File: src/rtl/mult_div_if.sv
// Request/result bundle between the execute stage and the multicycle
// multiply/divide unit.
interface mult_div_if #(
  parameter int WORD_W = 32
);
  logic              start;
  logic [1:0]        md_op;
  logic [WORD_W-1:0] port_a;
  logic [WORD_W-1:0] port_b;
  logic              busy;
  logic              done;
  logic              div_zero;
  logic [WORD_W-1:0] hi;
  logic [WORD_W-1:0] lo;

  modport master (
    output start, md_op, port_a, port_b,
    input  busy, done, div_zero, hi, lo
  );

  modport slave (
    input  start, md_op, port_a, port_b,
    output busy, done, div_zero, hi, lo
  );
endinterface

File: src/rtl/mult_div_unit.sv
// Multicycle MULT/MULTU/DIV/DIVU unit: radix-2 shift-add multiply and restoring
// divide on operand magnitudes, followed by a sign-fix cycle into HI/LO.
module mult_div_unit #(
  parameter int WORD_W = 32
) (
  input  logic       clk,
  input  logic       rst,
  mult_div_if.slave  bus
);

  localparam int CNT_W = (WORD_W > 2) ? $clog2(WORD_W) : 1;
  localparam logic [CNT_W-1:0] CNT_LAST = CNT_W'(WORD_W - 1);

  typedef enum logic [1:0] {
    S_IDLE,
    S_CALC,
    S_FIX,
    S_DONE
  } state_t;

  state_t state, state_next;

  logic [2*WORD_W-1:0] acc;
  logic [WORD_W-1:0]   dvsr;
  logic [CNT_W-1:0]    cnt;
  logic                op_div;
  logic                a_neg;
  logic                b_neg;
  logic                div_zero_q;
  logic [WORD_W-1:0]   hi_q;
  logic [WORD_W-1:0]   lo_q;

  // Request decode: md_op[1] selects divide, md_op[0]=0 selects the signed form.
  logic              accept;
  logic              req_div;
  logic              req_signed;
  logic              req_zero;
  logic [WORD_W-1:0] mag_a;
  logic [WORD_W-1:0] mag_b;

  assign accept     = bus.start && (state == S_IDLE || state == S_DONE);
  assign req_div    = bus.md_op[1];
  assign req_signed = ~bus.md_op[0];
  assign req_zero   = req_div && (bus.port_b == '0);
  assign mag_a      = (req_signed && bus.port_a[WORD_W-1]) ? -bus.port_a : bus.port_a;
  assign mag_b      = (req_signed && bus.port_b[WORD_W-1]) ? -bus.port_b : bus.port_b;

  // NOTE: the state register uses <= so every flop samples pre-edge values;
  // blocking here would let later always_ff blocks see the new state early.
  always_ff @(posedge clk) begin
    if (rst) state <= S_IDLE;
    else     state <= state_next;
  end

  // NOTE: state_next gets a default before the case so no path leaves it
  // unassigned, which would otherwise infer a latch.
  always_comb begin
    state_next = state;
    case (state)
      S_IDLE, S_DONE: begin
        if (accept)               state_next = req_zero ? S_DONE : S_CALC;
        else if (state == S_DONE) state_next = S_IDLE;
      end
      S_CALC:  if (cnt == CNT_LAST) state_next = S_FIX;
      S_FIX:   state_next = S_DONE;
      default: state_next = S_IDLE;
    endcase
  end

  // Iteration step. Multiply keeps {partial_hi, multiplier} in acc and shifts right;
  // divide keeps {remainder, dividend/quotient} and shifts left.
  logic [WORD_W:0]     mul_sum;
  logic [2*WORD_W-1:0] mul_step;
  logic [2*WORD_W:0]   div_shift;
  logic [WORD_W:0]     div_diff;
  logic [2*WORD_W-1:0] div_step;
  logic [2*WORD_W-1:0] prod_fix;
  logic [WORD_W-1:0]   quot_fix;
  logic [WORD_W-1:0]   rem_fix;

  always_comb begin
    mul_sum   = {1'b0, acc[2*WORD_W-1:WORD_W]}
              + {1'b0, (acc[0] ? dvsr : {WORD_W{1'b0}})};
    mul_step  = {mul_sum, acc[WORD_W-1:1]};
    div_shift = {acc, 1'b0};
    div_diff  = div_shift[2*WORD_W:WORD_W] - {1'b0, dvsr};
    div_step  = div_diff[WORD_W] ? div_shift[2*WORD_W-1:0]
                                 : {div_diff[WORD_W-1:0], div_shift[WORD_W-1:1], 1'b1};
    prod_fix  = (a_neg ^ b_neg) ? -acc : acc;
    quot_fix  = (a_neg ^ b_neg) ? -acc[WORD_W-1:0] : acc[WORD_W-1:0];
    rem_fix   = a_neg ? -acc[2*WORD_W-1:WORD_W] : acc[2*WORD_W-1:WORD_W];
  end

  // NOTE: the datapath has no memory arrays, so every register is cleared on
  // reset; that keeps hi/lo at zero and drops any in-flight operation.
  always_ff @(posedge clk) begin
    if (rst) begin
      acc        <= '0;
      dvsr       <= '0;
      cnt        <= '0;
      op_div     <= 1'b0;
      a_neg      <= 1'b0;
      b_neg      <= 1'b0;
      div_zero_q <= 1'b0;
      hi_q       <= '0;
      lo_q       <= '0;
    end else begin
      case (state)
        S_IDLE, S_DONE: begin
          if (accept) begin
            op_div     <= req_div;
            a_neg      <= req_signed && bus.port_a[WORD_W-1];
            b_neg      <= req_signed && bus.port_b[WORD_W-1];
            dvsr       <= mag_b;
            acc        <= {{WORD_W{1'b0}}, mag_a};
            cnt        <= '0;
            div_zero_q <= req_zero;
            if (req_zero) begin
              hi_q <= bus.port_a;
              lo_q <= '1;
            end
          end
        end
        S_CALC: begin
          cnt <= cnt + 1'b1;
          acc <= op_div ? div_step : mul_step;
        end
        S_FIX: begin
          if (op_div) begin
            hi_q <= rem_fix;
            lo_q <= quot_fix;
          end else begin
            hi_q <= prod_fix[2*WORD_W-1:WORD_W];
            lo_q <= prod_fix[WORD_W-1:0];
          end
        end
        default: ;
      endcase
    end
  end

  assign bus.busy     = (state == S_CALC) || (state == S_FIX);
  assign bus.done     = (state == S_DONE);
  assign bus.div_zero = div_zero_q;
  assign bus.hi       = hi_q;
  assign bus.lo       = lo_q;

endmodule
File: src/flat_wrapper.sv
// flat-port wrapper written by rule: the top's interface ports become plain ports
module mult_div_unit_flat 
#(
  parameter int WORD_W = 32
)
  (clk, rst, bus_start, bus_md_op, bus_port_a, bus_port_b, bus_busy, bus_done, bus_div_zero, bus_hi, bus_lo);
  mult_div_if #(.WORD_W(WORD_W)) bus_i ();
  input  logic clk;
  input  logic rst;
  input wire logic [$bits(bus_i.start)-1:0] bus_start;
  input wire logic [$bits(bus_i.md_op)-1:0] bus_md_op;
  input wire logic [$bits(bus_i.port_a)-1:0] bus_port_a;
  input wire logic [$bits(bus_i.port_b)-1:0] bus_port_b;
  output wire logic [$bits(bus_i.busy)-1:0] bus_busy;
  output wire logic [$bits(bus_i.done)-1:0] bus_done;
  output wire logic [$bits(bus_i.div_zero)-1:0] bus_div_zero;
  output wire logic [$bits(bus_i.hi)-1:0] bus_hi;
  output wire logic [$bits(bus_i.lo)-1:0] bus_lo;
  assign bus_i.start = bus_start;
  assign bus_i.md_op = bus_md_op;
  assign bus_i.port_a = bus_port_a;
  assign bus_i.port_b = bus_port_b;
  assign bus_busy = bus_i.busy;
  assign bus_done = bus_i.done;
  assign bus_div_zero = bus_i.div_zero;
  assign bus_hi = bus_i.hi;
  assign bus_lo = bus_i.lo;
  mult_div_unit #(.WORD_W(WORD_W)) u_core (.clk(clk), .rst(rst), .bus(bus_i));
endmodule
File: config.mk
export PLATFORM = sky130hd
export DESIGN_NAME = mult_div_unit_flat
export DESIGN_NICKNAME = d
export VERILOG_FILES = /design/src/rtl/mult_div_if.sv /design/src/rtl/mult_div_unit.sv /design/src/flat_wrapper.sv
export SDC_FILE = /design/constraint.sdc
export NUM_CORES = 1
export LEC_CHECK = 0
export ABC_AREA = 0
export BUFFER_PORTS_ARGS = -buffer_cell sky130_fd_sc_hd__buf_2
export CAP_MARGIN = 10
export CORE_ASPECT_RATIO = 0.6
export CORE_UTILIZATION = 45
export DETAILED_ROUTE_END_ITERATION = 7
export SKIP_CTS_REPAIR_TIMING = 1
export SYNTH_ARGS = -nofsm -noshare
export SYNTH_HDL_FRONTEND = slang
export SYNTH_SLANG_ARGS = --single-unit
File: constraint.sdc
create_clock -name clk -period 4.5 [get_ports clk]
set_input_delay 0.9 -clock clk [delete_from_list [all_inputs] [get_ports clk]]
set_output_delay 0.9 -clock clk [all_outputs]
set_load 0.03 [all_outputs]
==> results.md, run 1 <==
- WHS Path Cells: 2
- Seq/Total Area, Yosys: 0.237
- Pre-CTS setup slack: roughly 270 ps
- Clock Latency Late Sink: between 400 and 500 ps
- Synthesized area: 0.0144 mm²
- FFs w/ async S/R, synth: 0
- Die area: approximately 0.033 mm²
- Largest net degree at the start of global routing: 93
- Htree depth: 4
- Xor and xnor area share after synthesis: 0.102
- Crit path DAT: 4400 ps
- Antenna diodes: 0
- CP max-delay cell: o41ai_1
- Pwr dens: 584 mW/mm²
- Leakage dissipation: between 6 and 7 nW
- Storage element area: between 0.003 and 0.004 mm²
- Netlist cell types: 86
- Layout area overhead: 10.6%
- Hold Path Class: flop to flop
- Critical path peak fanout: 18
- VDD IR max: ~1100 µV
- Slew headroom: 0.276
- Inserted Clock Buffers: 17
- Initial antenna violation count: 1
- Iter 0 DRT Violations: 1,753
- # nets final: between 2k and 2.5k
- Vias: roughly 15k
- Root Driver: clkbuf_16
- Area of the multi-input gates: 0.0102 mm²
- Synth Register Bits: 171
- Tmin final: approximately 4000 ps
- Outcome: completed
- Gp weighted congestion: 0.974
- YS warnings: 0
- Syn_area_per_cell: about 7.5 µm²
- Vias in the first global route: 13.3k
- Core Area: about 0.031 mm²
- CP Capture Type: flop
- Synth Area in Compound Gates: 0.283
- Max cap viols: 0
- Synth Instances: about 1.9k
- Die Wd: ~230 µm
- Chip height: approximately 140 µm
- CP Cell Sequence: inv_1 -> nor2_1 -> ha_1 -> nor2b_1 -> o2111ai_1 -> a21boi_1 -> o211ai_1 -> a21boi_1 -> o21ai_0 -> o41ai_1 -> o311ai_0 -> a21oi_1
- Clock sinks: 171
- Fill cell count: slightly above 3k
- Max-slew violation count: 0
- Worst Tran Pin Value: 1080 ps
- Post-route setup slack: just under 500 ps
- Final worst path period share: 0.890
- Main combinational cell family by area after synthesis: compound AO/OA/AOI/OAI gates
- First-pass iteration count of the detailed router: 7
- Clock transition at path regs: roughly 70 ps
- Initial core utilization: 0.460
- Reg2Reg Depth: 12
- Simple-Gate Fraction of Synth Area: 0.210
- Ys flop type: dfxtp_1
- Final setup fails: 0
- Peak Freq: about 0.25 GHz
- PortBufs: 135
- Most frequent cells in the layout: nor2_1, a21oi_1, dfxtp_1
- Grt ovf: 0
- Global Route Usage Sum: 0.327
- Post-Synth Adder-Cell Area: 0.0669
- Post-DRT Antenna Nets: 0
- First-pass GRT wire length: 82.1 mm
- Mux contribution to synthesized area: 0.0428
- Routed Wire Length: between 50 and 60 mm
- Critical path required time: roughly 4900 ps
- Hpwl dp: ~41 mm
- DRC violations left: 0
- CTS max path bufs: 2
- Most common cell after layout, fill and taps aside: nor2_1
- Core Rows: 50
- Most frequent CP cell: a21boi_1
- RSZ-0062 raised after global routing: false
- Startpoint type of the worst setup path: flop
- WL/cell: approximately 22 µm
- CTS tree: done
- Slowest stage delay, CP: about 600 ps
- CP Class: flop to flop
- Final clock skew: between 15 and 20 ps
- Post-synth EDFFs: 0
- I/O pin cnt: roughly 140
- TNS Setup: 0 ps
- Syn nets: 2,076
- Via density: about 6.3
- Fraction of layout cells with a size suffix above 1: 0.129
- Final hold viol count: 0
[cells in the mapped netlist, types with 13 or more instances]
cell	n	area share
xnor2_1	84	0.051
o211ai_1	32	0.017
buf_2	14	0.0049
o31ai_1	18	0.0094
inv_1	60	0.016
a31oi_1	16	0.0069
nor2_1	247	0.064
a211oi_1	66	0.034
dfxtp_1	171	0.24
nand2_1	162	0.042
ha_1	74	0.064
a21oi_1	175	0.061
a311oi_1	44	0.027
o21ai_0	103	0.036
nor2b_1	13	0.0056
nor3_1	37	0.013
nor4_1	14	0.0061
a22oi_1	29	0.015
clkbuf_1	109	0.028
or3_1	25	0.011
nand3_1	32	0.011
xor2_1	82	0.050
nand4_1	17	0.0074
mux2i_1	55	0.038
a21o_1	34	0.018
[state kept, by name, indices dropped and copies added (netlist names)]
name                 count
u_core.bus.hi           32
u_core.op_div            1
u_core.bus.div_zero      1
u_core.acc              64
u_core.cnt               5
u_core.state             2
u_core.a_neg             1
u_core.dvsr             32
u_core.bus.lo           32
u_core.b_neg             1
[per-layer routing]
layer | track usage | routed length, µm | vias to the layer above
met5 | 0 | 0 | -
met4 | 0.0564 | 590 | 0
met3 | 0.120 | 7590 | 46
met2 | 0.388 | 19000 | 762
met1 | 0.531 | 26900 | 7124
li1 | - | - | 7152
[logic make-up (layout without fill, tap and decap cells)]
logic type	count (synthesis)	in the layout
AOI/OAI and AO/OA	618	618
xor gates and xnor gates	167	167
adders and majority gates	76	76
buffers and inverters	205	264
DFF	171	171
muxes	61	61
and+or+nand+nor	633	633
[critical path: cells and delay by family (launching register included)]
kind | cells | cell delay [ps]
compound gates | 8 | 2330
fa+ha+maj | 1 | 370
buf+inv | 1 | 570
flops | 1 | 370
simple gates | 2 | 300
[per-stage QoR]
step / power [mW] / cells / hold WS (ps) / instance area [µm²] / utilization
6_report: 9.31 / 2406 / 455 / 16000 / 0.509
5_1_grt: 9.89 / 2406 / 494 / 16000 / 0.509
4_1_cts: 9.18 / 2405 / 458 / 15900 / 0.509
3_5_place_dp: 7.66 / 2373 / 450 / 15400 / 0.490
3_3_place_gp: 7.59 / 2373 / 437 / 15400 / 0.490
2_1_floorplan: 6.07 / 1931 / 432 / 14400 / -
[layout make-up]
type	count	share of cell area
sequential	171	0.215
clock buffer	19	0.0278
timing repair buffer	172	0.0615
tap	416	0.0326
multi-input combinational	1555	0.641
clock inverter	13	0.00831
inverter	60	0.0141
[worst paths after layout]
path / startpoint / end / slack (ps)
worst min register to register: u_core.dvsr[31]$_SDFFE_PP0P_ / u_core.dvsr[31]$_SDFFE_PP0P_ / 460
worst min-delay path: u_core.dvsr[31]$_SDFFE_PP0P_ / u_core.dvsr[31]$_SDFFE_PP0P_ / 460
worst max register to register: u_core.acc[0]$_SDFFE_PP0P_ / u_core.acc[63]$_SDFFE_PP0P_ / 500
worst max-delay path: u_core.acc[0]$_SDFFE_PP0P_ / u_core.acc[63]$_SDFFE_PP0P_ / 500
[report_power, final]
part	internal [mW]	leakage, nW	switching, mW
sequential	1.97	1.40	0.532
clock	0.792	0.274	0.735
combinational	1.69	4.78	3.60
(Power assumes the default switching activity.)
==> run 2: changes to the inputs <==
==> constraint.sdc (replaced) <==
create_clock -name clk -period 4.7 [get_ports clk]
set_input_delay 0.94 -clock clk [delete_from_list [all_inputs] [get_ports clk]]
set_output_delay 0.94 -clock clk [all_outputs]
set_load 0.03 [all_outputs]
==> results.md, run 2 (synthesized netlist as in run 1, its figures left out) <==
- CTS max path bufs: 2
- CP max-delay cell: o41ai_1
- Core Rows: 50
- Utilization after layout: 0.510
- Worst Tran Pin Value: ~1200 ps
- Hold Slack: roughly 460 ps
- Final clock skew: 15.2 ps
- Die Wd: between 200 and 250 µm
- Hold Path Class: flop to flop
- WL/cell: between 20 and 25 µm
- R2r setup slk: between 600 and 700 ps
- Clock Latency Late Sink: approximately 460 ps
- Iter 0 DRT Violations: about 2k
- Clock transition at path regs: approximately 70 ps
- Tot Pwr: 8.81 mW
- Reg2Reg Depth: 12
- Pwr dens: between 500 and 600 mW/mm²
- Critical path peak fanout: 18
- HP Start: u_core.bus.div_zero$_SDFFE_PP0P_
- Tmin final: slightly above 4000 ps
- Slew headroom: 0.195
- First-pass iteration count of the detailed router: 6
- CTS tree: done
- Most frequent cells in the layout: nor2_1, a21oi_1, dfxtp_1
- Initial antenna violation count: 0
- Slowest stage delay, CP: ~570 ps
- Leakage dissipation: 6.49 nW
- Via density: ~6.3
- Startpoint type of the worst setup path: flop
- Hold EP: u_core.bus.div_zero$_SDFFE_PP0P_
- Routed Wire Length: between 50 and 60 mm
- Max-slew violation count: 0
- Hpwl dp: 41.0 mm
- Antenna diodes: 0
- Post-DRT Antenna Nets: 0
- Worst setup path start: u_core.acc[0]$_SDFFE_PP0P_
- Root Driver: clkbuf_16
- Grt ovf: 0
- WP buf/inv: 1
- Most common cell after layout, fill and taps aside: nor2_1
- RSZ-0062 raised after global routing: false
- DRC violations left: 0
- Final setup fails: 0
- Global Route Usage Sum: 0.324
- Post-route setup slack: 623 ps
- Inserted Clock Buffers: 17
- TNS Setup: 0 ps
- R2r startpoint: u_core.acc[0]$_SDFFE_PP0P_
- Chip height: around 140 µm
- Max cap viols: 0
- Pre-CTS setup slack: 570 ps
- Htree depth: 4
- First-pass GRT wire length: 81.2 mm
- Fill cell count: 3,090
- CP Class: flop to flop
- Die area: 0.0328 mm²
- CP Capture Type: flop
- Vias in the first global route: 13.1k
- CP Cell Sequence: inv_1 -> nor2_1 -> ha_1 -> nor2b_1 -> o2111ai_1 -> a21boi_1 -> o211ai_1 -> a21boi_1 -> o21ai_0 -> o41ai_1 -> o311ai_0 -> a21oi_1
- Max reg flops: 64
- WHS Path Cells: 2
- RR Endpoint: u_core.acc[63]$_SDFFE_PP0P_
- Peak Freq: ~0.25 GHz
- Initial core utilization: 0.460
- Gp weighted congestion: 0.995
- Vias: between 15k and 20k
- Final worst path period share: 0.867
- Most frequent CP cell: a21boi_1
- VDD IR max: 1030 µV
- I/O pin cnt: 136
- PortBufs: about 140
- Largest Register: u_core.acc
- Critical path required time: about 5100 ps
- Final hold viol count: 0
- # nets final: approximately 2.1k
- Layout area overhead: 10.8%
- Outcome: completed
- Core Area: approximately 0.031 mm²
- Clock sinks: approximately 170
- Fraction of layout cells with a size suffix above 1: 0.133
- Top cell family by delay on the critical path: compound AO/OA/AOI/OAI gates
- Crit path DAT: 4460 ps
- Largest net degree at the start of global routing: 93
run 2: cell types whose count changed in the layout (fill, tap and decap cells not counted), sizes merged:
cell | previous run | this run
inv | 65 | 66
buf | 172 | 179
clkbuf | 19 | 20
bufinv | 1 | 0
run 2: worst reg2reg max path: stages (launching register included):
cell and delay (ps):
dfxtp_1 380, inv_1 540, nor2_1 110, ha_1 380, nor2b_1 230, o2111ai_1 160, a21boi_1 430, o211ai_1 260
a21boi_1 340, o21ai_0 230, o41ai_1 570, o311ai_0 230, a21oi_1 150
run 2: power by group:
group / internal (mW) / total, mW / switching [mW]
logic: 1.62 / 5.07 / 3.45
clock network: 0.702 / 1.39 / 0.690
registers: 1.89 / 2.35 / 0.463
total: 4.21 / 8.81 / 4.61
run 2: layer usage:
| layer | up-vias | routed length [µm] | track usage |
|---|---|---|---|
| met5 | - | 0 | 0 |
| met4 | 0 | 588 | 0.0537 |
| met3 | 45 | 7210 | 0.112 |
| met2 | 789 | 18800 | 0.382 |
| met1 | 7133 | 27000 | 0.532 |
| li1 | 7157 | - | - |
run 2: area by class of cell:
class | count | area (µm²) | area share
clock buffers | 19 | 443 | 0.0277
repair buffers | 180 | 1040 | 0.0651
flip-flops and latches | 171 | 3420 | 0.214
multi-input cells | 1555 | 10200 | 0.640
well taps | 416 | 520 | 0.0326
inverters | 60 | 225 | 0.0141
clock inverters | 13 | 105 | 0.00657
run 2: through the flow:
stage | instances | area (µm²)
4_1_cts | 2413 | 16000
2_1_floorplan | 1931 | 14400
5_1_grt | 2414 | 16000
6_report | 2414 | 16000
3_5_place_dp | 2381 | 15400
3_3_place_gp | 2381 | 15400
run 2: worst max-delay path by stage:
stage | to | slack, ps | depth (start not counted)
final | u_core.acc[63]$_SDFFE_PP0P_ | 620 | 12
after global routing | u_core.acc[63]$_SDFFE_PP0P_ | 440 | 12
after CTS | u_core.acc[63]$_SDFFE_PP0P_ | 760 | 12
after detailed placement | u_core.bus.hi[26]$_SDFFE_PP0P_ | 570 | 12
after global placement | u_core.bus.hi[22]$_SDFFE_PP0P_ | 720 | 11
after floorplan | u_core.bus.hi[21]$_SDFFE_PP0P_ | 1360 | 13
==> run 3: changes to the inputs <==
--- a/config.mk
+++ b/config.mk
@@ -7,8 +7,6 @@
 export LEC_CHECK = 0
 export ABC_AREA = 0
 export BUFFER_PORTS_ARGS = -buffer_cell sky130_fd_sc_hd__buf_2
-export CAP_MARGIN = 10
-export CORE_ASPECT_RATIO = 0.6
 export CORE_UTILIZATION = 45
 export DETAILED_ROUTE_END_ITERATION = 7
 export SKIP_CTS_REPAIR_TIMING = 1
==> constraint.sdc (replaced) <==
create_clock -name clk -period 4.87 [get_ports clk]
set_input_delay 0.974 -clock clk [delete_from_list [all_inputs] [get_ports clk]]
set_output_delay 0.974 -clock clk [all_outputs]
set_load 0.03 [all_outputs]
==> results.md, run 3 (synthesized netlist as in run 1, its figures left out) <==
- Outcome: completed
- Clock sinks: between 150 and 200
- Layer with the highest usage: met2
- Core Area: about 0.032 mm²
- Global Route Usage Sum: 0.296
- WL/cell: between 20 and 25 µm
- Hold Path Class: flop to flop
- Max reg flops: 64
- Final setup fails: 0
- Tmin final: about 4000 ps
- Critical path peak fanout: 16
- Leakage dissipation: between 6 and 7 nW
- Critical path required time: 5200 ps
- GR Util met3: 0.0375
- Grt ovf: 0
- Pwr dens: roughly 520 mW/mm²
- CTS tree: done
- Crit path DAT: roughly 4300 ps
- Gp weighted congestion: between 0.9 and 1
- WHS Path Cells: 2
- Post-route setup slack: 860 ps
- Routed Wire Length: approximately 50 mm
- HP Start: u_core.bus.div_zero$_SDFFE_PP0P_
- Most common cell after layout, fill and taps aside: nor2_1
- Clock Latency Late Sink: around 460 ps
- Worst setup path start: u_core.acc[31]$_SDFFE_PP0P_
- # nets final: 2,117
- CP Capture Type: flop
- Initial antenna violation count: 0
- Max cap viols: 0
- CP Cell Sequence: inv_1 -> ha_1 -> fa_1 -> nor2b_1 -> o31ai_1 -> a31o_2 -> a21boi_2 -> o21ai_1 -> a31oi_2 -> xor2_4 -> buf_12 -> mux2i_1 -> o221ai_1
- Most frequent cells in the layout: nor2_1, a21oi_1, dfxtp_1
- Vias: around 15k
- Met2 Use GR: 0.493
- Storage element area: ~0.0034 mm²
- Chip height: 181 µm
- Iter 0 DRT Violations: 1,235
- Pre-CTS setup slack: 594 ps
- CTS max path bufs: 2
- Largest Register: u_core.acc
- Met1 Use GR: 0.388
- R2r startpoint: u_core.acc[31]$_SDFFE_PP0P_
- First-pass GRT wire length: around 77 mm
- Hold EP: u_core.bus.div_zero$_SDFFE_PP0P_
- CP Class: flop to flop
- RSZ-0062 raised after global routing: false
- Die Wd: 181 µm
- First-pass iteration count of the detailed router: 6
- Post-DRT Antenna Nets: 0
- Die area: between 0.03 and 0.04 mm²
- Layout area overhead: 10.2%
- Via density: 6.16
- Slew headroom: 0.196
- I/O pin cnt: about 140
- Root Driver: clkbuf_16
- VDD IR max: approximately 360 µV
- DRC violations left: 0
- Peak Freq: roughly 0.25 GHz
- R2r setup slk: about 860 ps
- CP max-delay cell: dfxtp_1
- Top cell family by delay on the critical path: compound AO/OA/AOI/OAI gates
- Clock transition at path regs: 80 ps
- RR Endpoint: u_core.acc[54]$_SDFFE_PP0P_
- WP buf/inv: 2
- Antenna diodes: 0
- Fraction of layout cells with a size suffix above 1: 0.127
- Startpoint type of the worst setup path: flop
- Hpwl dp: 37.1 mm
- Initial core utilization: 0.457
- Final clock skew: approximately 12 ps
- Inserted Clock Buffers: 17
- PortBufs: 135
- Htree depth: 4
- Final worst path period share: 0.823
- TNS Setup: 0 ps
- Slowest stage delay, CP: 510 ps
- Largest net degree at the start of global routing: between 100 and 150
- Max-slew violation count: 0
- Worst Tran Pin Value: ~1200 ps
- Reg2Reg Depth: 13
- Vias in the first global route: about 14k
- Final hold viol count: 0
- Core Rows: 65
- Fill cell count: around 3.2k
- Area of the multi-input gates: 0.0102 mm²
## run 3: cell types whose count changed in the layout (fill, tap and decap cells not counted), moves of 2 or more
| cell | before | now |
|---|---|---|
| buf_4 | 43 | 31 |
| clkinvlp_4 | 3 | 6 |
| inv_6 | 5 | 2 |
| clkinv_2 | 2 | 0 |
| clkinv_4 | 2 | 0 |
| clkinv_8 | 0 | 2 |
| inv_8 | 1 | 3 |
## run 3: cell type report
cell class | count | area share
Clock buffer | 18 | 0.0270
Clock inverter | 14 | 0.00999
Inverter | 60 | 0.0142
Multi-Input combinational cell | 1555 | 0.643
Sequential cell | 171 | 0.215
Tap cell | 402 | 0.0316
Timing Repair Buffer | 167 | 0.0593
## run 3: worst max-delay path by stage
stage | endpoint | slack, ps | cells past startpoint
6_report | u_core.acc[54]$_SDFFE_PP0P_ | 860 | 13
5_1_grt | u_core.acc[54]$_SDFFE_PP0P_ | 630 | 13
4_1_cts | u_core.acc[54]$_SDFFE_PP0P_ | 880 | 13
3_5_place_dp | u_core.bus.hi[22]$_SDFFE_PP0P_ | 590 | 11
3_3_place_gp | u_core.bus.hi[22]$_SDFFE_PP0P_ | 680 | 11
2_1_floorplan | u_core.bus.hi[21]$_SDFFE_PP0P_ | 1490 | 13
## run 3: power by group
group	internal [mW]	switching [mW]
logic	1.54	3.12
clock network	0.725	0.688
registers	1.82	0.404
## run 3: metrics by stage
step	util	instances	power (mW)	hold WS [ps]	cell area (µm²)
floorplan	-	1931	5.61	432	14400
global placement	0.485	2355	6.80	443	15300
detailed placement	0.485	2355	6.86	446	15300
CTS	0.504	2387	8.27	457	15900
global route	0.504	2387	8.85	484	15900
finish	0.504	2387	8.30	456	15900
## run 3: tightest hold or removal path: cells and delay by family (launching register included)
family	cells	cell delay (ps)
flops	1	310
compound gates	1	50
simple gates	1	50
## run 3: per-layer routing
layer | wire length, µm | part of all wire | vias to the layer above
met4 | 1760 | 0.036 | 0
met3 | 2450 | 0.050 | 82
met2 | 22800 | 0.47 | 478
li1 | - | - | 7113
met1 | 22000 | 0.45 | 7021
met5 | 0 | 0 | -
